## src/rtl/vic_bus_arbiter.sv

```systemverilog
// VIC/CPU bus arbiter: phase tracking, BA-driven ownership FSM, RAM address/write muxing.
// Optional VIC steal counter when VIC_BUS_ARB_STEAL_COUNT_EN is defined.
module vic_bus_arbiter (
    input  logic        clk,
    input  logic        rst,
    input  logic        clk_1mhz_ph1_en,
    input  logic        clk_1mhz_ph2_en,
    input  logic        i_vic_ba,
    input  logic        i_vic_bm,
    input  logic [15:0] i_vic_addr_ph1,
    input  logic [15:0] i_vic_addr_ph2,
    input  logic        i_cpu_req,
    input  logic        i_cpu_we,
    input  logic [15:0] i_cpu_addr,
    input  logic [7:0]  i_cpu_wdata,
    input  logic        i_stat_clr,
    output logic        o_cpu_rdy,
    output logic        o_cpu_aec,
    output logic [15:0] o_mem_addr,
    output logic        o_mem_we,
    output logic [7:0]  o_mem_wdata,
    output logic        o_err,
    output logic [15:0] o_stat_count
);

    typedef enum logic [1:0] {
        ST_CPU     = 2'd0,
        ST_BA_WAIT = 2'd1,
        ST_VIC     = 2'd2
    } state_t;

    state_t     state;
    logic [1:0] wait_cnt;
    logic       phase;

    // Ownership only changes at the start of phase 2; BA must stay low
    // for three phase-2 pulses before the VIC takes AEC away from the CPU.
    always_ff @(posedge clk) begin
        if (rst) begin
            state     <= ST_CPU;
            wait_cnt  <= 2'd0;
            phase     <= 1'b0;
            o_cpu_rdy <= 1'b1;
            o_cpu_aec <= 1'b1;
            o_err     <= 1'b0;
        end else begin
            if (clk_1mhz_ph1_en) begin
                phase <= 1'b0;
            end else if (clk_1mhz_ph2_en) begin
                phase <= 1'b1;
            end
            if (clk_1mhz_ph1_en && clk_1mhz_ph2_en) begin
                o_err <= 1'b1;
            end
            if (clk_1mhz_ph2_en) begin
                if (!i_vic_bm && state != ST_VIC) begin
                    o_err <= 1'b1;
                end
                case (state)
                    ST_CPU: begin
                        if (!i_vic_ba) begin
                            state     <= ST_BA_WAIT;
                            wait_cnt  <= 2'd1;
                            o_cpu_rdy <= 1'b0;
                        end
                    end
                    ST_BA_WAIT: begin
                        if (i_vic_ba) begin
                            state     <= ST_CPU;
                            wait_cnt  <= 2'd0;
                            o_cpu_rdy <= 1'b1;
                        end else if (wait_cnt == 2'd3) begin
                            state     <= ST_VIC;
                            o_cpu_aec <= 1'b0;
                        end else begin
                            wait_cnt <= wait_cnt + 2'd1;
                        end
                    end
                    ST_VIC: begin
                        if (i_vic_ba) begin
                            state     <= ST_CPU;
                            wait_cnt  <= 2'd0;
                            o_cpu_rdy <= 1'b1;
                            o_cpu_aec <= 1'b1;
                        end
                    end
                    default: begin
                        state     <= ST_CPU;
                        wait_cnt  <= 2'd0;
                        o_cpu_rdy <= 1'b1;
                        o_cpu_aec <= 1'b1;
                    end
                endcase
            end
        end
    end

    // A VIC that asserts BM outside its granted window still gets phase 2.
    always_comb begin
        o_mem_addr = i_cpu_addr;
        if (!phase) begin
            o_mem_addr = i_vic_addr_ph1;
        end else if (!i_vic_bm || state == ST_VIC) begin
            o_mem_addr = i_vic_addr_ph2;
        end
    end

    assign o_mem_we    = phase & i_cpu_req & i_cpu_we & o_cpu_aec & i_vic_bm;
    assign o_mem_wdata = i_cpu_wdata;

`ifdef VIC_BUS_ARB_STEAL_COUNT_EN
    logic [15:0] steal_cnt;

    always_ff @(posedge clk) begin
        if (rst || i_stat_clr) begin
            steal_cnt <= 16'h0000;
        end else if (clk_1mhz_ph2_en && !i_vic_bm && steal_cnt != 16'hFFFF) begin
            steal_cnt <= steal_cnt + 16'h0001;
        end
    end

    assign o_stat_count = steal_cnt;
`else
    logic stat_clr_unused;
    assign stat_clr_unused = i_stat_clr;
    assign o_stat_count    = 16'h0000;
`endif

endmodule

```

## config.mk

```make
export PLATFORM = sky130hd
export DESIGN_NAME = vic_bus_arbiter
export DESIGN_NICKNAME = d
export VERILOG_FILES = /design/src/rtl/vic_bus_arbiter.sv
export SDC_FILE = /design/constraint.sdc
export NUM_CORES = 1
export LEC_CHECK = 0
export CAP_MARGIN = 0
export CORE_MARGIN = 2
export CORE_UTILIZATION = 29
export DETAILED_ROUTE_END_ITERATION = 10
export PLACE_DENSITY = 0.81
export SLEW_MARGIN = 20
export SYNTH_ARGS = -nofsm -noshare
export SYNTH_HDL_FRONTEND = slang
export SYNTH_SLANG_ARGS = --single-unit
```

## constraint.sdc

```tcl
create_clock -name clk -period 1.96 [get_ports clk]
set_clock_uncertainty 0.1 [all_clocks]
set_input_delay 0.196 -clock clk [delete_from_list [all_inputs] [get_ports clk]]
set_output_delay 0.196 -clock clk [all_outputs]
set_load 0.02 [all_outputs]
```

; Word level (Yosys, flattened, before mapping)
; Cells that the tools add are included.
[word_totals]
regBits = 8
latchBits = 0
ramBits = 0
mem_bits_ro = 0
in_bits = 65
out_inout_bits = 44
mem_count = 0
[op_classes]
add_sub_neg = 1
n_mul = 0
div = 0
magnitude_cmp = 0
eq_ne = 11
n_shift = 0
muxes = 19
bitwise = 5
n_reduce_logical = 11
[op_table]
columns = op, count
row1 = 2-to-1 mux 16 bit, 2
row2 = 2-to-1 mux 2 bit, 6
row3 = one-hot mux 2 bit (3 select lines), 2
row4 = != test 2 bit (second input constant), 5
row5 = AND reduction 4 bit, 2
row6 = 2-to-1 mux 1 bit, 7
row7 = != test 3 bit (second input constant), 2
row8 = AND reduction 5 bit, 1
row9 = bitwise AND 1 bit, 4
row10 = equality test 2 bit (second input constant), 2
row11 = OR reduction 2 bit, 2
row12 = one-hot mux 1 bit (3 select lines), 1
row13 = AND reduction 3 bit, 1
row14 = adder 2 x 1 -> 2 bit (second input constant), 1
row15 = equality test 2 x 1 -> 1 bit (second input constant), 1
row16 = logical AND 1 bit, 2
row17 = zero test 2 bit, 1
row18 = != test 2 x 1 -> 1 bit (second input constant), 1
row19 = one-hot mux 1 bit (2 select lines), 1
row20 = zero test 1 bit, 1
row21 = logical OR 1 bit, 1
row22 = inverter 1 bit, 1

; Longest topological paths before layout
[logic_depth]
depth_word = 4
depth_mapped = 7

; Worst setup path before layout
; OpenSTA, ideal clock, no wires.
[synth_timing]
path_type = flip-flop to output port
from = reg state[0]
to = out o_mem_addr[0]
arrival_ns = 1.468
required_time_ns = 1.664
setup_slack_ns = 0.196
path_stages_with_launch = 8
n_path_buf = 2
path_cell_list = dfxtp_1 -> inv_1 -> ha_1 -> nor2b_4 -> buf_6 -> buf_12 -> mux2i_1 -> a21oi_1
[synth_between]
elab_chain_cells = 4
[synth_rtl]
columns = item, line_no
row1 = "start, declared", 32  ; state_t state;
row2 = "start signal, assigned", 40  ; state <= ST_CPU;
row3 = "start signal, assigned", 62  ; state <= ST_BA_WAIT;
row4 = "start signal, assigned", 69  ; state <= ST_CPU;
row5 = equality test 2 bit, 103  ; end else if (!i_vic_bm || state == ST_VIC) begin
row6 = logical OR 1 bit, 103
row7 = 2-to-1 mux 16 bit, 103
row8 = 2-to-1 mux 16 bit, 101  ; if (!phase) begin
row9 = "end, declared", 19  ; output logic [15:0] o_mem_addr,
; No other way between the ends.

; Final worst setup path
[layout_timing]
from = reg state[0]
to = out o_mem_addr[6]
; The elaborated chain is that of the path after synthesis.

==> impl_metrics.csv <==
group,metric,value,unit
cts,cts_tree,"done",
detailed_routing,vias,1148,
cts,cts_buffers,3,
sta,rsz0062_at_grt,"true",
detailed_routing,viasPerCell,4.574,
place,pre_cts_ws,-260.0,ps
synthesis,syn_area,0.001050,mm²
worst_hold_path,min_to,"o_mem_wdata[7]",
detailed_routing,drc,0,
place,port_buffers,75,
sta,period_share,0.9551,
cts,cts_root_buffer,"clkbuf_4",
synthesis,synth-seq-cells,8,
synthesis,yosys.area.top_type,"buf_4",
grt,antenna_found_initial,0,
floorplan,std_cell_rows,21,
setup_path,critPathRequiredTime,1660,ps
synthesis,yosys_warnings,0,
cts,clock_path_buffers,2,
grt,grt_pass1_wl,5140,µm
setup_path,cp-start-kind,"flip-flop",
cells_and_area,layout-drive-gt1-share,0.1951,
setup_path,endpoint_kind,"output port",
cells_and_area,fillers,338,
grt,grt_pass1_vias,1053,
power_and_ir_drop,p_leak,0.7755,nW
setup_path,arrival,1580,ps
sta,drv_slew,0,
synthesis,seq_area_frac_synth,0.1526,
detailed_routing,drt_pass1_iterations,4,
sta,hold_viol,0,
floorplan,die-area,0.004117,mm²
sta,final.setup.tns,0,ps
run,maxCapViolations,0,
synthesis,yosysUniqueCellTypes,31,
cts,cts.sinks,8,
grt,grt_max_degree,21,
setup_path,worstSetupPathType,"flip-flop to output port",
synthesis,netlist_instances,135,
synthesis,avgSynthCellArea,7.776,µm²
synthesis,synth_area_leaders,"buf_4, mux2i_1, dfxtp_1",
cells_and_area,finish.utilization,0.5103,
cts,htreeDepth,1,
place,dpl-instance-area,0.001739,mm²
grt,grt_util_all_layers,0.1570,
setup_path,r2r_cells,7,
cts,path_clk_slew,60,ps
sta,setup_viol,0,
cts,clock_latency,260,ps
power_and_ir_drop,peakVddDrop,0.2848,mV
floorplan,die_y,64.17,µm
cells_and_area,syn_to_final_growth,66.03,%
setup_path,r2r-start,"state[1]$_SDFFE_PP0P_",
setup_path,reg2reg_setup_slack,230,ps
cells_and_area,final_nets,278,
setup_path,r2r_end,"wait_cnt[1]$_SDFFE_PP0P_",
cells_and_area,n_antenna_cell,0,
cts,cts_hold_buf,0,
place,finalWeightedCongestion,0.8059,
detailed_routing,routedWlPerCell,13.04,µm
floorplan,die_w,64.17,µm
cells_and_area,layout_common_cells,"clkdlybuf4s50_1, nor2_1, a21oi_1, conb_1, mux2i_1",
power_and_ir_drop,total_power,0.6778,mW
detailed_routing,drtIter0Drc,39,
cells_and_area,layout.cells.most_common,"clkdlybuf4s50_1",
floorplan,ios,109,
floorplan,start_util,0.3073,
detailed_routing,ant_nets,0,
worst_hold_path,whs_path_depth,0,
grt,grt_overflow_total,0,
detailed_routing,routed_wl,3274,µm
place,hpwl,2584,µm
synthesis,synth.top_cell.area_share,0.1716,
worst_hold_path,hold_start,"i_cpu_wdata[7]",
floorplan,core,0.003416,mm²
outcome,status,"completed",
sta,fin_crit,1872,ps
worst_hold_path,hold_class,"input port to output port",
power_and_ir_drop,cellPowerDensity,388.9,mW/mm²
sta,max_freq,0.5342,GHz
setup_path,path_max_fanout,8,
cells_and_area,stdcell_area,0.001743,mm²
sta,setup_ws,88.10,ps
## registers in the layout, summed over array words and instances, names as in the netlist
| signal | cells |
|---|---|
| o_err | 1 |
| wait_cnt | 2 |
| state | 2 |
| o_cpu_rdy | 1 |
| o_cpu_aec | 1 |
| phase | 1 |
## repair_timing
action                     CTS  global route
cloned                       1             0
setup buffers                1             0
hold endpoints to repair     0             0
pin swaps                    2             1
setup endpoints to repair   16            16
gates resized for setup     61            14
## final cells by class
type / count / area (µm²) / share of cell area
well taps: 46 / 57.56 / 0.03302
repair buffers: 83 / 759.5 / 0.4358
multi-input cells: 104 / 715.7 / 0.4106
clock buffers: 3 / 22.52 / 0.01292
flip-flops and latches: 8 / 161.4 / 0.09261
inverters: 7 / 26.28 / 0.01508
## cells in the mapped netlist
master and count:
o211ai_1 2, o21a_1 1, a21oi_1 20, o21bai_1 1, nand2b_2 1, o21ai_1 1
nor4b_2 1, o221ai_1 1, nor2b_4 2, nand4_1 1, buf_12 1, buf_4 24
nor3b_1 1, nor3_1 1, buf_2 2, mux2i_1 17, nor2_1 22, o21ai_2 1
o41ai_1 1, clkbuf_1 2, buf_6 2, a211oi_1 1, dfxtp_1 8, a211oi_2 1
o311ai_1 1, o21ai_0 2, a31o_1 1, conb_1 1, ha_1 6, inv_1 7
nand2b_1 2
## power by group
group | internal [mW] | switching, mW | leakage (nW) | total, mW
registers | 0.172 | 0.00507 | 0.0659 | 0.177
logic | 0.193 | 0.178 | 0.696 | 0.370
clock network | 0.0704 | 0.0600 | 0.0138 | 0.130
## through the flow
step / hold slack, ps / cells
2_1_floorplan: 168.4 / 150
3_3_place_gp: 292.1 / 247
3_5_place_dp: 292.1 / 247
4_1_cts: 292.1 / 252
5_1_grt: 292.1 / 251
6_report: 292.0 / 251
## metal layers
layer / global-route usage / part of all wire / vias up
li1: - / - / 568
met5: 0 / 0 / -
met1: 0.1858 / 0.40 / 512
met4: 0.03191 / 0.0040 / 0
met3: 0.04401 / 0.11 / 2
met2: 0.2813 / 0.48 / 66
## worst max-delay path by stage
stage / end / cells after the start / startpoint / slack (ps)
floorplan: o_mem_addr[0] / 7 / state[0]$_SDFFE_PP0P_ / 200
global placement: o_mem_addr[6] / 6 / i_vic_bm / -240
detailed placement: o_mem_addr[5] / 6 / i_vic_bm / -260
CTS: o_mem_addr[5] / 8 / state[0]$_SDFFE_PP0P_ / -0.6
global route: o_mem_addr[1] / 7 / state[0]$_SDFFE_PP0P_ / -8
finish: o_mem_addr[6] / 7 / state[0]$_SDFFE_PP0P_ / 90
## worst max-delay path, stage by stage (launching register included)
cell	delay, ps
dfxtp_2	330
inv_2	50
ha_4	160
nor2b_4	150
buf_8	160
mux2i_1	210
a21oi_1	80
buf_4	160
## logic make-up after synthesis
| logic type | after synthesis | share of synthesized area |
|---|---|---|
| AO/OA/AOI/OAI | 34 | 0.1991 |
| adder cells (fa/ha/maj) | 6 | 0.07151 |
| buffers and inverters | 38 | 0.2539 |
| flip-flops | 8 | 0.1526 |
| multiplexers | 17 | 0.1621 |
| other | 1 | 0.003572 |
| AND/OR/NAND/NOR | 31 | 0.1573 |
(Power assumes the default switching activity.)
